File: config.mk
export PLATFORM = sky130hd
export DESIGN_NAME = beat_decoder_flat
export DESIGN_NICKNAME = d
export VERILOG_FILES = /design/src/rtl/beat_decoder_if.sv /design/src/rtl/beat_decoder.sv /design/src/flat_wrapper.sv
export SDC_FILE = /design/constraint.sdc
export NUM_CORES = 1
export LEC_CHECK = 0
export BUFFER_PORTS_ARGS = -buffer_cell sky130_fd_sc_hd__buf_2
export CAP_MARGIN = 5
export CORE_MARGIN = 2
export CORE_UTILIZATION = 35
export CTS_BUF_LIST = sky130_fd_sc_hd__clkbuf_16
export DETAILED_ROUTE_END_ITERATION = 8
export GPL_ROUTABILITY_DRIVEN = 0
export PLACE_DENSITY_LB_ADDON = 0.12
export RECOVER_POWER = 50
export SETUP_SLACK_MARGIN = 0.1
export SLEW_MARGIN = 30
export SYNTH_ARGS = -nofsm -noshare
export SYNTH_HDL_FRONTEND = slang
export SYNTH_SLANG_ARGS = --single-unit
File: constraint.sdc
create_clock -name clk -period 7.71 [get_ports clk]
set_input_delay 1.542 -clock clk [delete_from_list [all_inputs] [get_ports clk]]
set_output_delay 1.542 -clock clk [all_outputs]
set_load 0.01 [all_outputs]
File: src/rtl/beat_decoder_if.sv
// Bus bundle for beat_decoder: the incoming beat line plus the decoded rate,
// lock, beat and error indications.
interface beat_decoder_if;
   logic       pulse;
   logic [2:0] S;
   logic       locked;
   logic       beat;
   logic       error;

   modport master (output pulse, input S, locked, beat, error);
   modport slave  (input pulse, output S, locked, beat, error);
endinterface

File: src/rtl/beat_decoder.sv
// Recovers the 3-bit rate code from a beat line by timing rising-edge intervals.
// Define BEAT_DECODER_TOL_EN to accept intervals within +/-1 cycle of a period.
module beat_decoder #(
   parameter int unsigned TIMEOUT    = 200,
   parameter int unsigned LOCK_COUNT = 2
) (
   input  logic          clk,
   input  logic          reset,
   beat_decoder_if.slave bus
);

   typedef enum logic [1:0] {IDLE, FIRST, CAND, LOCKED} state_t;

   localparam logic [7:0] TO_CNT   = 8'(TIMEOUT);
   localparam logic [2:0] LOCK_N   = 3'(LOCK_COUNT);
   localparam logic       LOCK_ONE = (LOCK_COUNT == 1);

   state_t     state_q;
   logic       pulse_q;
   logic [7:0] cnt_q, cnt_d;
   logic [2:0] cand_q, mcnt_q, s_q;
   logic       beat_q, error_q;

   logic       rise, timeout, hit;
   logic [2:0] k, mcnt_inc;

   function automatic logic [7:0] period_of(input logic [2:0] code);
      case (code)
         3'd0: return 8'd100;
         3'd1: return 8'd66;
         3'd2: return 8'd50;
         3'd3: return 8'd40;
         3'd4: return 8'd30;
         3'd5: return 8'd20;
         3'd6: return 8'd12;
         3'd7: return 8'd6;
         default: return 8'd0;
      endcase
   endfunction

   function automatic logic in_window(input logic [7:0] c, input logic [7:0] p);
`ifdef BEAT_DECODER_TOL_EN
      return (c == p) || (c == p - 8'd1) || (c == p + 8'd1);
`else
      return (c == p);
`endif
   endfunction

   assign rise     = bus.pulse & ~pulse_q;
   assign timeout  = (cnt_q == TO_CNT) && !rise;
   assign mcnt_inc = mcnt_q + 3'd1;

   // Periods (and their tolerance windows) never overlap, so at most one code hits.
   always_comb begin
      hit = 1'b0;
      k   = 3'd0;
      for (int i = 0; i < 8; i++) begin
         if (in_window(cnt_q, period_of(3'(i)))) begin
            hit = 1'b1;
            k   = 3'(i);
         end
      end
   end

   always_comb begin
      cnt_d = cnt_q;
      if (rise)
         cnt_d = 8'd1;
      else if (cnt_q != 8'd0 && cnt_q != 8'hFF)
         cnt_d = cnt_q + 8'd1;
   end

   always_ff @(posedge clk or negedge reset) begin
      if (!reset) begin
         state_q <= IDLE;
         pulse_q <= 1'b0;
         cnt_q   <= 8'd0;
         cand_q  <= 3'd0;
         mcnt_q  <= 3'd0;
         s_q     <= 3'd0;
         beat_q  <= 1'b0;
         error_q <= 1'b0;
      end else begin
         pulse_q <= bus.pulse;
         cnt_q   <= cnt_d;
         beat_q  <= 1'b0;
         error_q <= 1'b0;
         case (state_q)
            IDLE: begin
               if (rise)
                  state_q <= FIRST;
            end
            FIRST: begin
               if (rise && hit) begin
                  cand_q <= k;
                  mcnt_q <= 3'd1;
                  if (LOCK_ONE) begin
                     state_q <= LOCKED;
                     s_q     <= k;
                  end else begin
                     state_q <= CAND;
                  end
               end else if (rise) begin
                  error_q <= 1'b1;
               end else if (timeout) begin
                  state_q <= IDLE;
               end
            end
            CAND: begin
               if (rise && hit && k == cand_q) begin
                  mcnt_q <= mcnt_inc;
                  if (mcnt_inc >= LOCK_N) begin
                     state_q <= LOCKED;
                     s_q     <= cand_q;
                  end
               end else if (rise && hit) begin
                  cand_q <= k;
                  mcnt_q <= 3'd1;
               end else if (rise) begin
                  error_q <= 1'b1;
                  state_q <= FIRST;
               end else if (timeout) begin
                  state_q <= IDLE;
               end
            end
            LOCKED: begin
               if (rise && hit && k == s_q) begin
                  beat_q <= 1'b1;
               end else if (rise && hit) begin
                  state_q <= CAND;
                  cand_q  <= k;
                  mcnt_q  <= 3'd1;
               end else if (rise) begin
                  error_q <= 1'b1;
                  state_q <= FIRST;
               end else if (timeout) begin
                  state_q <= IDLE;
               end
            end
            default: state_q <= IDLE;
         endcase
      end
   end

   assign bus.S      = s_q;
   assign bus.locked = (state_q == LOCKED);
   assign bus.beat   = beat_q;
   assign bus.error  = error_q;

endmodule

File: src/flat_wrapper.sv
// flat-port wrapper written by rule: the top's interface ports become plain ports
module beat_decoder_flat 
#(
   parameter int unsigned TIMEOUT    = 200,
   parameter int unsigned LOCK_COUNT = 2
)
  (clk, reset, bus_pulse, bus_S, bus_locked, bus_beat, bus_error);
  beat_decoder_if bus_i ();
  input  logic clk;
  input  logic reset;
  input wire logic [$bits(bus_i.pulse)-1:0] bus_pulse;
  output wire logic [$bits(bus_i.S)-1:0] bus_S;
  output wire logic [$bits(bus_i.locked)-1:0] bus_locked;
  output wire logic [$bits(bus_i.beat)-1:0] bus_beat;
  output wire logic [$bits(bus_i.error)-1:0] bus_error;
  assign bus_i.pulse = bus_pulse;
  assign bus_S = bus_i.S;
  assign bus_locked = bus_i.locked;
  assign bus_beat = bus_i.beat;
  assign bus_error = bus_i.error;
  beat_decoder #(.TIMEOUT(TIMEOUT), .LOCK_COUNT(LOCK_COUNT)) u_core (.clk(clk), .reset(reset), .bus(bus_i));
endmodule
After elaboration in Yosys (flattened, before gate mapping)
Index checks and enable logic that the tools add are counted.

Bits of input ports: 3. Register bits after elaboration: 22. Logic and storage cells: 91. Output and inout port bits: 6.

Equality and inequality tests: 21. Muxes and demuxes: 43. Bitwise logic cells: 2. Add/sub/neg operators: 2. Reductions and logical operators: 14. $lt $le $gt $ge: 1.

Operators with widths (number): 2-to-1 mux 3 bit (10); 2-to-1 mux 2 bit (12); one-hot mux 3 bit (3 select lines) (2); == test 8 x 5 -> 1 bit (second input constant) (2); == test 8 x 6 -> 1 bit (second input constant) (2); == test 8 x 7 -> 1 bit (second input constant) (2); 2-to-1 mux 8 bit (2); 2-to-1 mux 1 bit (15); != test 3 bit (second input constant) (3); adder 8 x 1 -> 8 bit (second input constant) (1); == test 8 x 3 -> 1 bit (second input constant) (1); == test 8 x 4 -> 1 bit (second input constant) (1); == test 8 bit (second input constant) (1); != test 8 bit (second input constant) (1); one-hot mux 2 bit (4 select lines) (1); nonzero test 8 bit (1); == test 3 bit (2); AND reduction 3 bit (2); logical AND 1 bit (5); AND reduction 5 bit (1); == test 2 bit (second input constant) (2); != test 2 bit (second input constant) (2); adder 3 x 1 -> 3 bit (second input constant) (1); greater-or-equal comparator 3 x 2 -> 1 bit (second input constant) (1); 10 further kinds (10).

Logic depth before layout (Yosys ltp)
Depth in word-level cells: 13. Mapped depth: 9. Gate-level depth less buffers: 9.

Least setup slack after synthesis
No wires, ideal clock.

Kind: input port to flip-flop. From: input port bus_pulse. To: register u_core.cand_q[1]. Required time: 7585 ps. Path buffers: 0. Arrival time: 2601 ps. Stages on the path: 6. Library setup time: 125 ps. Path slack: 4984 ps. Path through: nor2b_1 -> o21ai_0 -> nor2b_1 -> o21ai_2 -> or2_4 -> mux2_4.

Cells in the longest elaborated chain, start to end: 5. Elaborated cells on any way between the ends: 11. Those cells by class: eq/ne: 2; mux: 4; bitwise: 1; reduce/logical: 4.

RTL lines: start: declaration (RTL line flat_wrapper.sv:11) `input wire logic [$bits(bus_i.pulse)-1:0] bus_pulse;`; AND 1 bit (*) (RTL line beat_decoder.sv:49) `assign rise = bus.pulse & ~pulse_q;`; logical AND 1 bit (*); 2-to-1 mux 3 bit, or another cell as far along (2 in a row); one-hot mux 3 bit (3 select lines) / AND reduction 3 bit (equally long branches); end signal: assignment (RTL line beat_decoder.sv:95) `cand_q <= k;`; end signal: assignment (RTL line beat_decoder.sv:117) `cand_q <= k;`; end signal: assignment (RTL line beat_decoder.sv:131) `cand_q <= k;`; end: declaration (RTL line beat_decoder.sv:21) `logic [2:0] cand_q, mcnt_q, s_q;`.

Mark *: on every way between the ends. The rest lies on a longest branch, timed or not. The select of a mux whose other input is x is not followed. A chain may end at the register's enable or synchronous reset.

Final worst setup path
Same ends and word-level chain as after synthesis.

==> run metrics <==
max-slew violations=0; routed via count divided by cell count=~5.2; Post-Syn Nets=157; Filler Cells Inserted=roughly 400; switching portion of total power=0.3287; Die Ht=67.78 um; most used flip-flop cell after synthesis=sky130_fd_sc_hd__dfrtp_1; cell type with the highest aggregate area in the netlist=sky130_fd_sc_hd__dfrtp_1; crit path kind=input pin to register; most area-consuming cells after synthesis=sky130_fd_sc_hd__dfrtp_1 (39%), sky130_fd_sc_hd__ha_1 (4.4%), sky130_fd_sc_hd__o21ai_0 (4.2%), sky130_fd_sc_hd__nand2_1 (3.7%), sky130_fd_sc_hd__xor2_1 (3.7%); CP Capture Type=register; top-level port count=9; portion of total power attributed to combinational logic=0.309; setup repair after global routing missed its margin=no; classification of the worst-slack hold path=register to register; via count of the first global-routing pass=just over 1000; CTS Sinks=22; number of port buffers=8; core area=3971 um^2; status=finished, final reports clean; final setup skew=~0.0057 ns; synthesized area per cell=~9.6 um^2; number of levels the H-tree was split into=1; TritonCTS clock tree=built; category of the worst setup path launch point=input pin; highest attainable clock frequency=between 300 and 400 MHz; Net Switching=between 0.15 and 0.2 mW; Critical Path RT=about 7.9 ns; total inserted antenna cells=0; count of endpoints failing hold in the final timing report=0; remaining max-slew budget at the tightest pin=0.2331; post-DP HPWL=2126 um; flip-flop and latch count after synthesis=22; Synth Warn #=0; gr usage total=0.1417; clock edge transition at the registers on the reported setup and hold paths=around 0.060 ns; clock root buffer=sky130_fd_sc_hd__clkbuf_16; FF+latch area=~550 um^2; antenna-violating nets left=0; first-pass GRT wire length=between 4000 and 5000 um; sequential-to-total area share from yosys stat=0.3866; clock insertion delay at the later pin of the skew report=between 0.2 and 0.3 ns; VDD IR-drop max=roughly 160 uV; time the final worst path needs with I/O delays and setup=~3.3 ns; Syn Std Cell Area=about 1400 um^2; Wirelength per Cell=between 10 and 15 um; sum of overflow across all layers after global routing=0; period utilisation layout=0.4222; final routed wirelength across all metal layers=between 2000 and 3000 um; portion of synthesized cell area occupied by the leading cell type=0.3866; number of antenna violations at the first check in global routing=0; floorplan row count=23; number of synthesized flops with an enable pin=0; post-placement cell area=between 1000 and 1500 um^2; actual transition at the worst max-transition pin=roughly 1.2 ns; chip width=~68 um; Resize count post-CTS=0; ratio of cells with drive above 1 in the final layout=0.1503; max-cap viol count=0; starting utilization of the core area=0.3585; hold buffer count at CTS=0; endpoint arrival time on the critical path=3.39 ns; total setup buffers inserted after CTS=0; Area growth syn-to-layout=11.51%; number of distinct library cells after synthesis=47; NumNets Final=between 150 and 200; internal power=~0.31 mW; largest net degree at the start of global routing=23; Critical Path Fanout Max=12; Initial DRC Count=45; final setup violation count=0; total leakage power=approximately 0.75 nW; clock share of power=0.318; # DRC=0; number of detailed-routing iterations run before antenna repair=4; multi-input gate area in the final layout=a little over 800 um^2; sequential fraction of design power=0.372; CTS max path bufs=2; P per Cell Area=288.0 nW/um^2; sum of negative setup slack=0 ns; routed via count=1063; share of flip-flops with an asynchronous set or reset=1.000; synthesized instance count=between 100 and 150; post-route cell area=around 1600 um^2; clock buffers created by TritonCTS=3; full die area=between 4000 and 5000 um^2
==> per-stage QoR <==
step                      utilization  std cells  hold WS, ns  total power [mW]  setup WS [ns]
after floorplan                     -        149       0.4530            0.2839          4.984
after global placement         0.3740        199       0.5000            0.3141          4.251
after detailed placement       0.3740        199       0.4910            0.3161          4.201
after CTS                      0.4004        203       0.5074            0.4642          4.476
after global routing           0.3998        203       0.5263            0.4936          4.306
final                          0.3998        203       0.4960            0.4573          4.455
==> path summary, 6_finish.rpt <==
kind / end / slack (ns) / from / cells after the start
setup / recovery: u_core.cand_q[1]$_DFFE_PN0P_ / 4.46 / bus_pulse / 7
max in group asynchronous: u_core.cnt_q[4]$_DFFE_PN0P_ / 5.53 / reset / 1
min in group asynchronous: u_core.mcnt_q[2]$_DFFE_PN0P_ / 1.49 / reset / 1
hold / removal: u_core.mcnt_q[2]$_DFFE_PN0P_ / 0.50 / u_core.mcnt_q[2]$_DFFE_PN0P_ / 2
hold reg to reg: u_core.mcnt_q[2]$_DFFE_PN0P_ / 0.50 / u_core.mcnt_q[2]$_DFFE_PN0P_ / 2
setup reg to reg: u_core.cand_q[1]$_DFFE_PN0P_ / 4.81 / u_core.cnt_q[5]$_DFFE_PN0P_ / 7
==> cells in the mapped netlist (2+ instances only) <==
cell / number
sky130_fd_sc_hd__and2_1: 2
sky130_fd_sc_hd__xor2_1: 6
sky130_fd_sc_hd__nor3b_1: 2
sky130_fd_sc_hd__buf_2: 3
sky130_fd_sc_hd__nand2_1: 14
sky130_fd_sc_hd__mux2_4: 2
sky130_fd_sc_hd__o21ai_0: 12
sky130_fd_sc_hd__ha_1: 5
sky130_fd_sc_hd__and3b_1: 3
sky130_fd_sc_hd__dfrtp_1: 22
sky130_fd_sc_hd__nand3_1: 2
sky130_fd_sc_hd__nor2_1: 11
sky130_fd_sc_hd__nand4_1: 3
sky130_fd_sc_hd__clkbuf_1: 4
sky130_fd_sc_hd__nor4bb_1: 2
sky130_fd_sc_hd__nor3_1: 5
sky130_fd_sc_hd__nor2b_1: 4
sky130_fd_sc_hd__mux2_2: 3
sky130_fd_sc_hd__inv_1: 5
sky130_fd_sc_hd__and3_1: 5
sky130_fd_sc_hd__nor4_1: 2
sky130_fd_sc_hd__xnor2_1: 2
sky130_fd_sc_hd__mux2i_1: 4
sky130_fd_sc_hd__nor4b_1: 3
==> cells by family after synthesis <==
| kind of cell | synth area share |
|---|---|
| adders and majority gates | 0.04394 |
| buffers and inverters | 0.04217 |
| AOI/OAI and AO/OA | 0.1081 |
| DFF | 0.3866 |
| and+or+nand+nor | 0.2856 |
| muxes | 0.07294 |
| xor gates and xnor gates | 0.06064 |
==> power groups by stage <==
| stage | registers (mW) | clock network, mW | logic (mW) |
|---|---|---|---|
| floorplan | 0.154 | 0 | 0.130 |
| CTS | 0.170 | 0.150 | 0.144 |
| global placement | 0.172 | 0 | 0.142 |
| global route | 0.175 | 0.158 | 0.161 |
| detailed placement | 0.172 | 0 | 0.144 |
| finish | 0.170 | 0.146 | 0.141 |
==> routing by layer <==
layer  track usage  routed length [um]  up-vias  part of all wire
li1              -                   -      538                 -
met1        0.1752                1335      507              0.47
met2        0.2451                1382       16              0.49
met3       0.02500                  76        2             0.027
met4       0.05250                  25        0            0.0089
met5             0                   0        -                 0
==> layout by cell type (no fill, tap or decap), drive strengths merged, types with 4 or more instances in the layout <==
cell and n:
and3 6, buf 6, clkbuf 5, dfrtp 22
ha 5, inv 5, mux2 5, mux2i 4
nand2 14, nor2 11, nor2b 4, nor3 5
o21ai 13, xor2 6
==> worst max-delay path, stage by stage <==
cell	delay [ns]
sky130_fd_sc_hd__clkbuf_1	0.10
sky130_fd_sc_hd__nor2b_1	0.64
sky130_fd_sc_hd__o21ai_0	0.25
sky130_fd_sc_hd__nor2b_1	0.19
sky130_fd_sc_hd__o21ai_2	0.10
sky130_fd_sc_hd__or2_4	0.28
sky130_fd_sc_hd__mux2_4	0.29
==> layout make-up <==
class,count,area share
well taps,50,0.03940
inverters,5,0.01182
clock buffers,3,0.04728
repair buffers,8,0.02364
multi-input cells,114,0.5122
flip-flops and latches,22,0.3467
clock inverters,1,0.01891
==> registers in the layout, summed over array words and instances (netlist names) <==
| register | count |
|---|---|
| u_core.bus.error | 1 |
| u_core.mcnt_q | 3 |
| u_core.cand_q | 3 |
| u_core.bus.beat | 1 |
| u_core.state_q | 2 |
| u_core.pulse_q | 1 |
| u_core.cnt_q | 8 |
| u_core.bus.S | 3 |
No activity file was read; power rests on OpenSTA's default activity.
